`src/rtl/addsub_pkg.sv`:
```
// Shared types and sizing helpers for the serial adder/subtractor.
package addsub_pkg;

  typedef enum logic [1:0] {
    IDLE = 2'd0,
    RUN  = 2'd1,
    DONE = 2'd2
  } state_t;

  localparam logic OP_ADD = 1'b0;
  localparam logic OP_SUB = 1'b1;

  function automatic int addsub_n(input int width, input int digit);
    return width / digit;
  endfunction

  // Counter needs at least one bit even when a single digit covers the word.
  function automatic int addsub_cnt_w(input int n);
    return (n <= 1) ? 1 : $clog2(n);
  endfunction

  localparam int N_DEF     = addsub_n(8, 4);
  localparam int CNT_W_DEF = addsub_cnt_w(N_DEF);

endpackage

```
`src/rtl/addsub_serial_digit_adder.sv`:
```
// Combinational DIGIT-bit ripple adder; c_msb (carry into the top bit) exists
// only when ADDSUB_SIGNED_OVF_EN is defined.
module digit_adder #(
  parameter int DIGIT = 4
) (
  input  logic [DIGIT-1:0] x,
  input  logic [DIGIT-1:0] y,
  input  logic             cin,
  output logic [DIGIT-1:0] sum,
  output logic             cout
`ifdef ADDSUB_SIGNED_OVF_EN
  ,
  output logic             c_msb
`endif
);

  logic [DIGIT:0] c;

  assign c[0] = cin;

  for (genvar gi = 0; gi < DIGIT; gi++) begin : g_bit
    assign sum[gi]  = x[gi] ^ y[gi] ^ c[gi];
    assign c[gi+1]  = (x[gi] & y[gi]) | (x[gi] & c[gi]) | (y[gi] & c[gi]);
  end

  assign cout = c[DIGIT];
`ifdef ADDSUB_SIGNED_OVF_EN
  assign c_msb = c[DIGIT-1];
`endif

endmodule

```
`src/rtl/addsub_serial.sv`:
```
// Multi-cycle unsigned adder/subtractor, DIGIT bits per RUN cycle.
// Define ADDSUB_SIGNED_OVF_EN to add the registered two's-complement ovf output.
module addsub_serial
  import addsub_pkg::*;
#(
  parameter int WIDTH = 8,
  parameter int DIGIT = 4
) (
  input  logic             clk,
  input  logic             rst_n,
  input  logic             start,
  input  logic             sub,
  input  logic [WIDTH-1:0] a,
  input  logic [WIDTH-1:0] b,
  output logic             busy,
  output logic             done,
  output logic [WIDTH-1:0] s,
  output logic             carry,
  output logic             zero
`ifdef ADDSUB_SIGNED_OVF_EN
  ,
  output logic             ovf
`endif
);

  localparam int N  = addsub_n(WIDTH, DIGIT);
  localparam int CW = addsub_cnt_w(N);

  state_t           state_q, state_d;
  logic [CW-1:0]    cnt_q, cnt_d;
  logic [WIDTH-1:0] a_q, a_d;
  logic [WIDTH-1:0] b_q, b_d;
  logic [WIDTH-1:0] acc_q, acc_d;
  logic             rc_q, rc_d;
  logic [WIDTH-1:0] s_q, s_d;
  logic             carry_q, carry_d;
  logic             zero_q, zero_d;

  logic [DIGIT-1:0] x_dig, y_dig, sum_dig;
  logic             cout_dig;
  logic [WIDTH-1:0] res;

  assign x_dig = a_q[int'(cnt_q)*DIGIT +: DIGIT];
  assign y_dig = b_q[int'(cnt_q)*DIGIT +: DIGIT];

`ifdef ADDSUB_SIGNED_OVF_EN
  logic c_msb_dig;
  logic ovf_q, ovf_d;

  digit_adder #(.DIGIT(DIGIT)) u_digit (
    .x     (x_dig),
    .y     (y_dig),
    .cin   (rc_q),
    .sum   (sum_dig),
    .cout  (cout_dig),
    .c_msb (c_msb_dig)
  );
`else
  digit_adder #(.DIGIT(DIGIT)) u_digit (
    .x    (x_dig),
    .y    (y_dig),
    .cin  (rc_q),
    .sum  (sum_dig),
    .cout (cout_dig)
  );
`endif

  always_comb begin
    state_d = state_q;
    cnt_d   = cnt_q;
    a_d     = a_q;
    b_d     = b_q;
    acc_d   = acc_q;
    rc_d    = rc_q;
    s_d     = s_q;
    carry_d = carry_q;
    zero_d  = zero_q;
`ifdef ADDSUB_SIGNED_OVF_EN
    ovf_d   = ovf_q;
`endif
    res     = acc_q;
    res[int'(cnt_q)*DIGIT +: DIGIT] = sum_dig;

    case (state_q)
      IDLE, DONE: begin
        state_d = IDLE;
        if (start) begin
          // Subtraction is a + ~b + 1: invert b once here, seed carry-in with 1.
          state_d = RUN;
          a_d     = a;
          b_d     = (sub == OP_SUB) ? ~b : b;
          rc_d    = (sub == OP_SUB);
          cnt_d   = '0;
        end
      end
      RUN: begin
        acc_d = res;
        rc_d  = cout_dig;
        cnt_d = cnt_q + 1'b1;
        if (cnt_q == CW'(N - 1)) begin
          state_d = DONE;
          cnt_d   = '0;
          s_d     = res;
          carry_d = cout_dig;
          zero_d  = (res == '0);
`ifdef ADDSUB_SIGNED_OVF_EN
          ovf_d   = c_msb_dig ^ cout_dig;
`endif
        end
      end
      default: state_d = IDLE;
    endcase
  end

  always_ff @(posedge clk or negedge rst_n) begin
    if (!rst_n) begin
      state_q <= IDLE;
      cnt_q   <= '0;
      a_q     <= '0;
      b_q     <= '0;
      acc_q   <= '0;
      rc_q    <= 1'b0;
      s_q     <= '0;
      carry_q <= 1'b0;
      zero_q  <= 1'b0;
`ifdef ADDSUB_SIGNED_OVF_EN
      ovf_q   <= 1'b0;
`endif
    end else begin
      state_q <= state_d;
      cnt_q   <= cnt_d;
      a_q     <= a_d;
      b_q     <= b_d;
      acc_q   <= acc_d;
      rc_q    <= rc_d;
      s_q     <= s_d;
      carry_q <= carry_d;
      zero_q  <= zero_d;
`ifdef ADDSUB_SIGNED_OVF_EN
      ovf_q   <= ovf_d;
`endif
    end
  end

  assign busy  = (state_q == RUN);
  assign done  = (state_q == DONE);
  assign s     = s_q;
  assign carry = carry_q;
  assign zero  = zero_q;
`ifdef ADDSUB_SIGNED_OVF_EN
  assign ovf   = ovf_q;
`endif

endmodule
```
`config.mk`:
```
export PLATFORM = sky130hd
export DESIGN_NAME = addsub_serial
export DESIGN_NICKNAME = d
export VERILOG_FILES = /design/src/rtl/addsub_pkg.sv /design/src/rtl/addsub_serial_digit_adder.sv /design/src/rtl/addsub_serial.sv
export SDC_FILE = /design/constraint.sdc
export NUM_CORES = 1
export LEC_CHECK = 0
export BUFFER_PORTS_ARGS = -buffer_cell sky130_fd_sc_hd__clkbuf_2
export CAP_MARGIN = 25
export CORE_AREA = 2 2 57 59
export CTS_CLUSTER_SIZE = 12
export DETAILED_ROUTE_END_ITERATION = 6
export DIE_AREA = 0 0 59 61
export PLACE_DENSITY = 0.75
export SETUP_SLACK_MARGIN = 0.15
export SYNTH_ARGS = -nofsm -noshare
export SYNTH_HDL_FRONTEND = slang
export SYNTH_SLANG_ARGS = --single-unit
```
`constraint.sdc`:
```
create_clock -name clk -period 4.3 [get_ports clk]
set_input_delay 0.645 -clock clk [delete_from_list [all_inputs] [get_ports clk]]
set_output_delay 0.645 -clock clk [all_outputs]
set_load 0.02 [all_outputs]
```
Word level (Yosys, flattened, before mapping)
Cells that the tools add are included.
{ "classes": {"add_sub_neg": 2, "eq_ne": 4, "n_shift": 4, "mux": 10, "bitwise_logic": 29, "n_reduce_logical": 7} }
{ "ops": {"columns": ["op", "count"], "rows": [
  ["negator 3 -> 33 bit", 1],
  ["variable shift 4 x 33 -> 8 bit (first input constant)", 1],
  ["variable part select 4 x 33 -> 8 bit", 1],
  ["variable part select 8 x 4 -> 4 bit", 2],
  ["bitwise AND 1 bit", 12],
  ["bitwise mux 8 bit", 1],
  ["zero test 8 bit", 1],
  ["2-to-1 mux 8 bit", 1],
  ["NOT 8 bit", 1],
  ["OR 1 bit", 8],
  ["bitwise XOR 1 bit", 8],
  ["AND reduction 2 bit", 3],
  ["2-to-1 mux 1 bit", 4],
  ["one-hot mux 1 bit (2 select lines)", 2],
  ["one-hot mux 2 bit (2 select lines)", 1],
  ["equality test 2 x 1 -> 1 bit (second input constant)", 1],
  ["equality test 2 bit (second input constant)", 1],
  ["zero test 2 bit", 1],
  ["2-to-1 mux 2 bit", 1],
  ["!= test 2 x 1 -> 1 bit (second input constant)", 1],
  ["!= test 2 bit (second input constant)", 1],
  ["nonzero test 2 bit", 1],
  ["OR reduction 2 bit", 1],
  ["adder 1 bit (second input constant)", 1]
]} }
{ "word_totals": {"register_bits": 38, "input_bits": 20, "word_cells": 65} }

Longest topological paths before layout
{ "logic_depth": {"word_depth": 14, "ltp_mapped": 10} }

Hierarchy
A second synthesis with hierarchy kept.
{ "unflattened": {"cells_unflattened": 125, "area_unflattened_um2": 1664.1} }
{ "by_module_without_submodules": {"columns": ["mod", "instances", "cells_per_inst", "area_each_um2"], "rows": [
  ["addsub_serial", 1, 111, 1546.5],
  ["digit_adder", 1, 14, 117.6]
]} }

Least setup slack after synthesis
No wires, ideal clock.
{ "synth_path": {"kind": "register to register", "startpoint": "register cnt_q", "endpoint": "register zero_q, in the netlist zero", "arrival_time_ns": 2.685, "required_ns": 4.174, "setup_slack_ns": 1.489, "stages_incl_launch_ff": 11, "n_path_buf": 1, "period_less_slack_ns": 2.811, "path_cell_list": "dfrtp_1 -> buf_6 -> mux2_2 -> fa_1 -> fa_1 -> fa_1 -> inv_1 -> fa_1 -> nor4b_1 -> nand2_1 -> o21ai_0"} }
{ "synth_via": {"elab_chain_cells": 14, "elab_cells_between_ends": 31} }
{ "synth_rtl": {"columns": ["element", "line_no", "rtl"], "rows": [
  ["start, declared", "addsub_serial.sv:30", "logic [CW-1:0] cnt_q, cnt_d;"],
  ["start signal, assigned", "addsub_serial.sv:131", "cnt_q <= cnt_d;"],
  ["variable part select 8 x 4 -> 4 bit (on tied branches)", "addsub_serial.sv:43, addsub_serial.sv:44", null],
  ["bitwise AND 1 bit", "addsub_serial_digit_adder.sv:23", "assign c[gi+1] = (x[gi] & y[gi]) | (x[gi] & c[gi]) | (y[gi] & c[gi]);"],
  ["OR 1 bit (2 in a row)", "addsub_serial_digit_adder.sv:23", null],
  ["bitwise AND 1 bit", "addsub_serial_digit_adder.sv:23", null],
  ["OR 1 bit (2 in a row)", "addsub_serial_digit_adder.sv:23", null],
  ["bitwise AND 1 bit", "addsub_serial_digit_adder.sv:23", null],
  ["OR 1 bit (2 in a row)", "addsub_serial_digit_adder.sv:23", null],
  ["bitwise XOR 1 bit", "addsub_serial_digit_adder.sv:22", "assign sum[gi] = x[gi] ^ y[gi] ^ c[gi];"],
  ["variable part select 4 x 33 -> 8 bit", "addsub_serial.sv:82", "res[int'(cnt_q)*DIGIT +: DIGIT] = sum_dig;"],
  ["bitwise mux 8 bit", "addsub_serial.sv:82", null],
  ["zero test 8 bit", "addsub_serial.sv:105", "zero_d = (res == '0);"],
  ["end signal, assigned", "addsub_serial.sv:138", "zero_q <= zero_d;"],
  ["end, declared", "addsub_serial.sv:37", "logic zero_q, zero_d;"]
]} }
Several ways; a longest one is shown, not always the timed one.
A chain may end at the register's enable or synchronous reset.

Worst setup path in the final report
Same ends and word-level chain as after synthesis.

==> flow_metrics.tcl <==
set metrics [dict create \
    status "finished clean" \
    crit_path_end_kind "flop" \
    reg2reg_depth 9 \
    final.setup.tns_ns 0 \
    yosysWarnings 0 \
    grt_pass1_vias 1028 \
    post_cts_buffers 0 \
    clock_tree.buffer_depth 2 \
    mappedNetlistArea_sq_um 1580 \
    path_class "reg2reg" \
    setup-violations-final 0 \
    cts.clk_slew.worst_paths_ns 0.10 \
    maxCapViolCount 0 \
    rsz0062_at_grt "no" \
    cts.sinks 34 \
    cts_tree "yes" \
    ys_seq_elements 34 \
    dieArea_sq_um 3600 \
    holdWs_ns 0.375 \
    antenna_found_initial 0 \
    startpoint_type "flop" \
    fin_crit_sh_pct 72.3 \
    use_met1_pct 19.6 \
    worstSkewPairLatency_ns 0.34 \
    grt_max_degree 35 \
    drc_errors 0 \
    fin_nets 192 \
    max_freq_mhz 322 \
    period_needed_ns 3.11 \
    cts_root_buffer "clkbuf_4" \
    die_h_um 61 \
    finClkSkew_ns 0.00439 \
    finalHoldViolations 0 \
    syn_to_final_growth_pct 13.2 \
    wirelength_mm 2.61 \
    syn_inst 139 \
    worstPathArrival_ns 3.31 \
    overflow 0 \
    drtPass1Iterations 4 \
    power_leakage_uw 0.000908 \
    synth_cell_types 22 \
    synth_nets 163 \
    place.gp.congestion 0.710 \
    wire_per_inst_um 12.9 \
    initial_core_util_pct 53.6 \
    fp.dieW_um 59 \
    io_pins 32 \
    busiest_layer "met2" \
    grt_use_met3_pct 4.69 \
    hp-class "in2async" \
    cts_buffers 5 \
    cellPowerDensity_nw_per_um2 837 \
    drive_gt1_share_pct 33.7 \
    synth.avg_cell_area_sq_um 11.4 \
    coreArea_sq_um 2950 \
    drt_iter0_drc 15 \
    vias 1021 \
    seq_area_frac_synth_pct 53.8 \
    layout_common_cells "nand2_1, dfrtp_1, clkbuf_2" \
    ir_drop_mv 0.338 \
    track_usage_pct 17.1 \
    grt_util_met2_pct 29.5 \
    grt_pass1_wl_mm 4.49 \
    slew_viol_final 0 \
    antenna-diode-count 0 \
    avgViaCountPerCell 5.05 \
    row_count 20 \
    ctsResizeCount 0 \
    worstPathRequired_ns 4.50 \
    worstMarginPinSlew_ns 0.830 \
    max-slew-margin-rel_pct 44.7 \
    final_common_cell "nand2_1" \
    critPathMaxFanout 11 \
    portBuffers 31 \
    antenna_left 0 \
    cts-htree-levels 2 \
    post-dp-hpwl_mm 1.97 \
    postCtsHoldBufs 0 \
]
==> path summary, 6_finish.rpt <==
path | start | end | slack (ns)
worst max-delay path | cnt_q$_DFFE_PN0P_ | zero$_DFFE_PN0P_ | 1.19
worst min-delay path | rst_n | carry$_DFFE_PN0P_ | 0.37
worst max register to register | cnt_q$_DFFE_PN0P_ | zero$_DFFE_PN0P_ | 1.19
worst min register to register | a_q[6]$_DFFE_PN0P_ | a_q[6]$_DFFE_PN0P_ | 0.49
max in group asynchronous | rst_n | s[5]$_DFFE_PN0P_ | 3.42
min in group clk | a_q[6]$_DFFE_PN0P_ | a_q[6]$_DFFE_PN0P_ | 0.49
==> synthesized netlist by cell type (all sizes together) <==
cell    number  area share (%)
dfrtp       34              54
nor4         1            0.40
mux2        16              12
buf          8             3.9
o21ai       12             3.8
fa           4             5.1
or2b         1            0.47
and2b        2             1.1
nand3        2            0.63
clkbuf       1            0.24
or3b         1            0.55
nand2       40             9.5
xnor2        8             4.4
nand2b       1            0.40
nor4b        1            0.55
mux2i        2             1.3
nand3b       1            0.47
o211ai       1            0.47
inv          3            0.71
==> where the power goes <==
group | internal [uW] | switching, uW | leakage (uW)
clock | 120 | 106 | 0.0000450
sequential | 476 | 107 | 0.000418
combinational | 339 | 353 | 0.000445
total | 935 | 566 | 0.000908
==> metrics by stage <==
| stage | std cells | cell area (sq um) | utilization, % | worst slack [ns] | total power, uW |
|---|---|---|---|---|---|
| final | 202 | 1790 | 60.7 | 1.19 | 1500 |
| after floorplan | 139 | 1580 | - | 1.49 | 1140 |
| after global routing | 202 | 1790 | 60.7 | 1.01 | 1630 |
| after CTS | 202 | 1790 | 60.7 | 1.18 | 1530 |
| after detailed placement | 194 | 1710 | 58.1 | 1.20 | 1300 |
| after global placement | 194 | 1710 | 58.1 | 1.28 | 1260 |
==> state kept, by name (all words and copies together), names as in the netlist <==
name,flops
b_q,8
rc_q,1
s,8
a_q,8
state_q,2
cnt_q,1
acc_q,4
carry,1
zero,1
==> critical path: stages (launching register included) <==
cell and delay [ns]:
dfrtp_1 0.61, mux2_2 0.40, fa_1 0.40, fa_1 0.39, fa_1 0.37, inv_1 0.08
fa_1 0.43, nor4b_1 0.16, nand2_1 0.06, o21ai_0 0.07
==> area by class of cell <==
type | instances | area (sq um)
tap | 33 | 41.3
timing repair buffer | 31 | 155
fill | 273 | 1160
clock buffer | 5 | 37.5
inverter | 3 | 11.3
multi-input combinational | 93 | 656
clock inverter | 3 | 40.0
sequential | 34 | 851
==> layer usage <==
layer	up-vias	share of wire, %	wire length (um)
li1	508	-	-
met4	0	2.0	51
met2	28	51	1320
met3	7	5.0	131
met1	478	42	1110
met5	-	0	0
==> cell families after synthesis <==
logic type	after synthesis	synth area share, %
buf+inv	12	4.82
mux	18	13.6
compound gates	13	4.27
xor+xnor	8	4.43
fa+ha+maj	4	5.06
simple gates	50	14.1
flops	34	53.8
(Power assumes the default switching activity.)
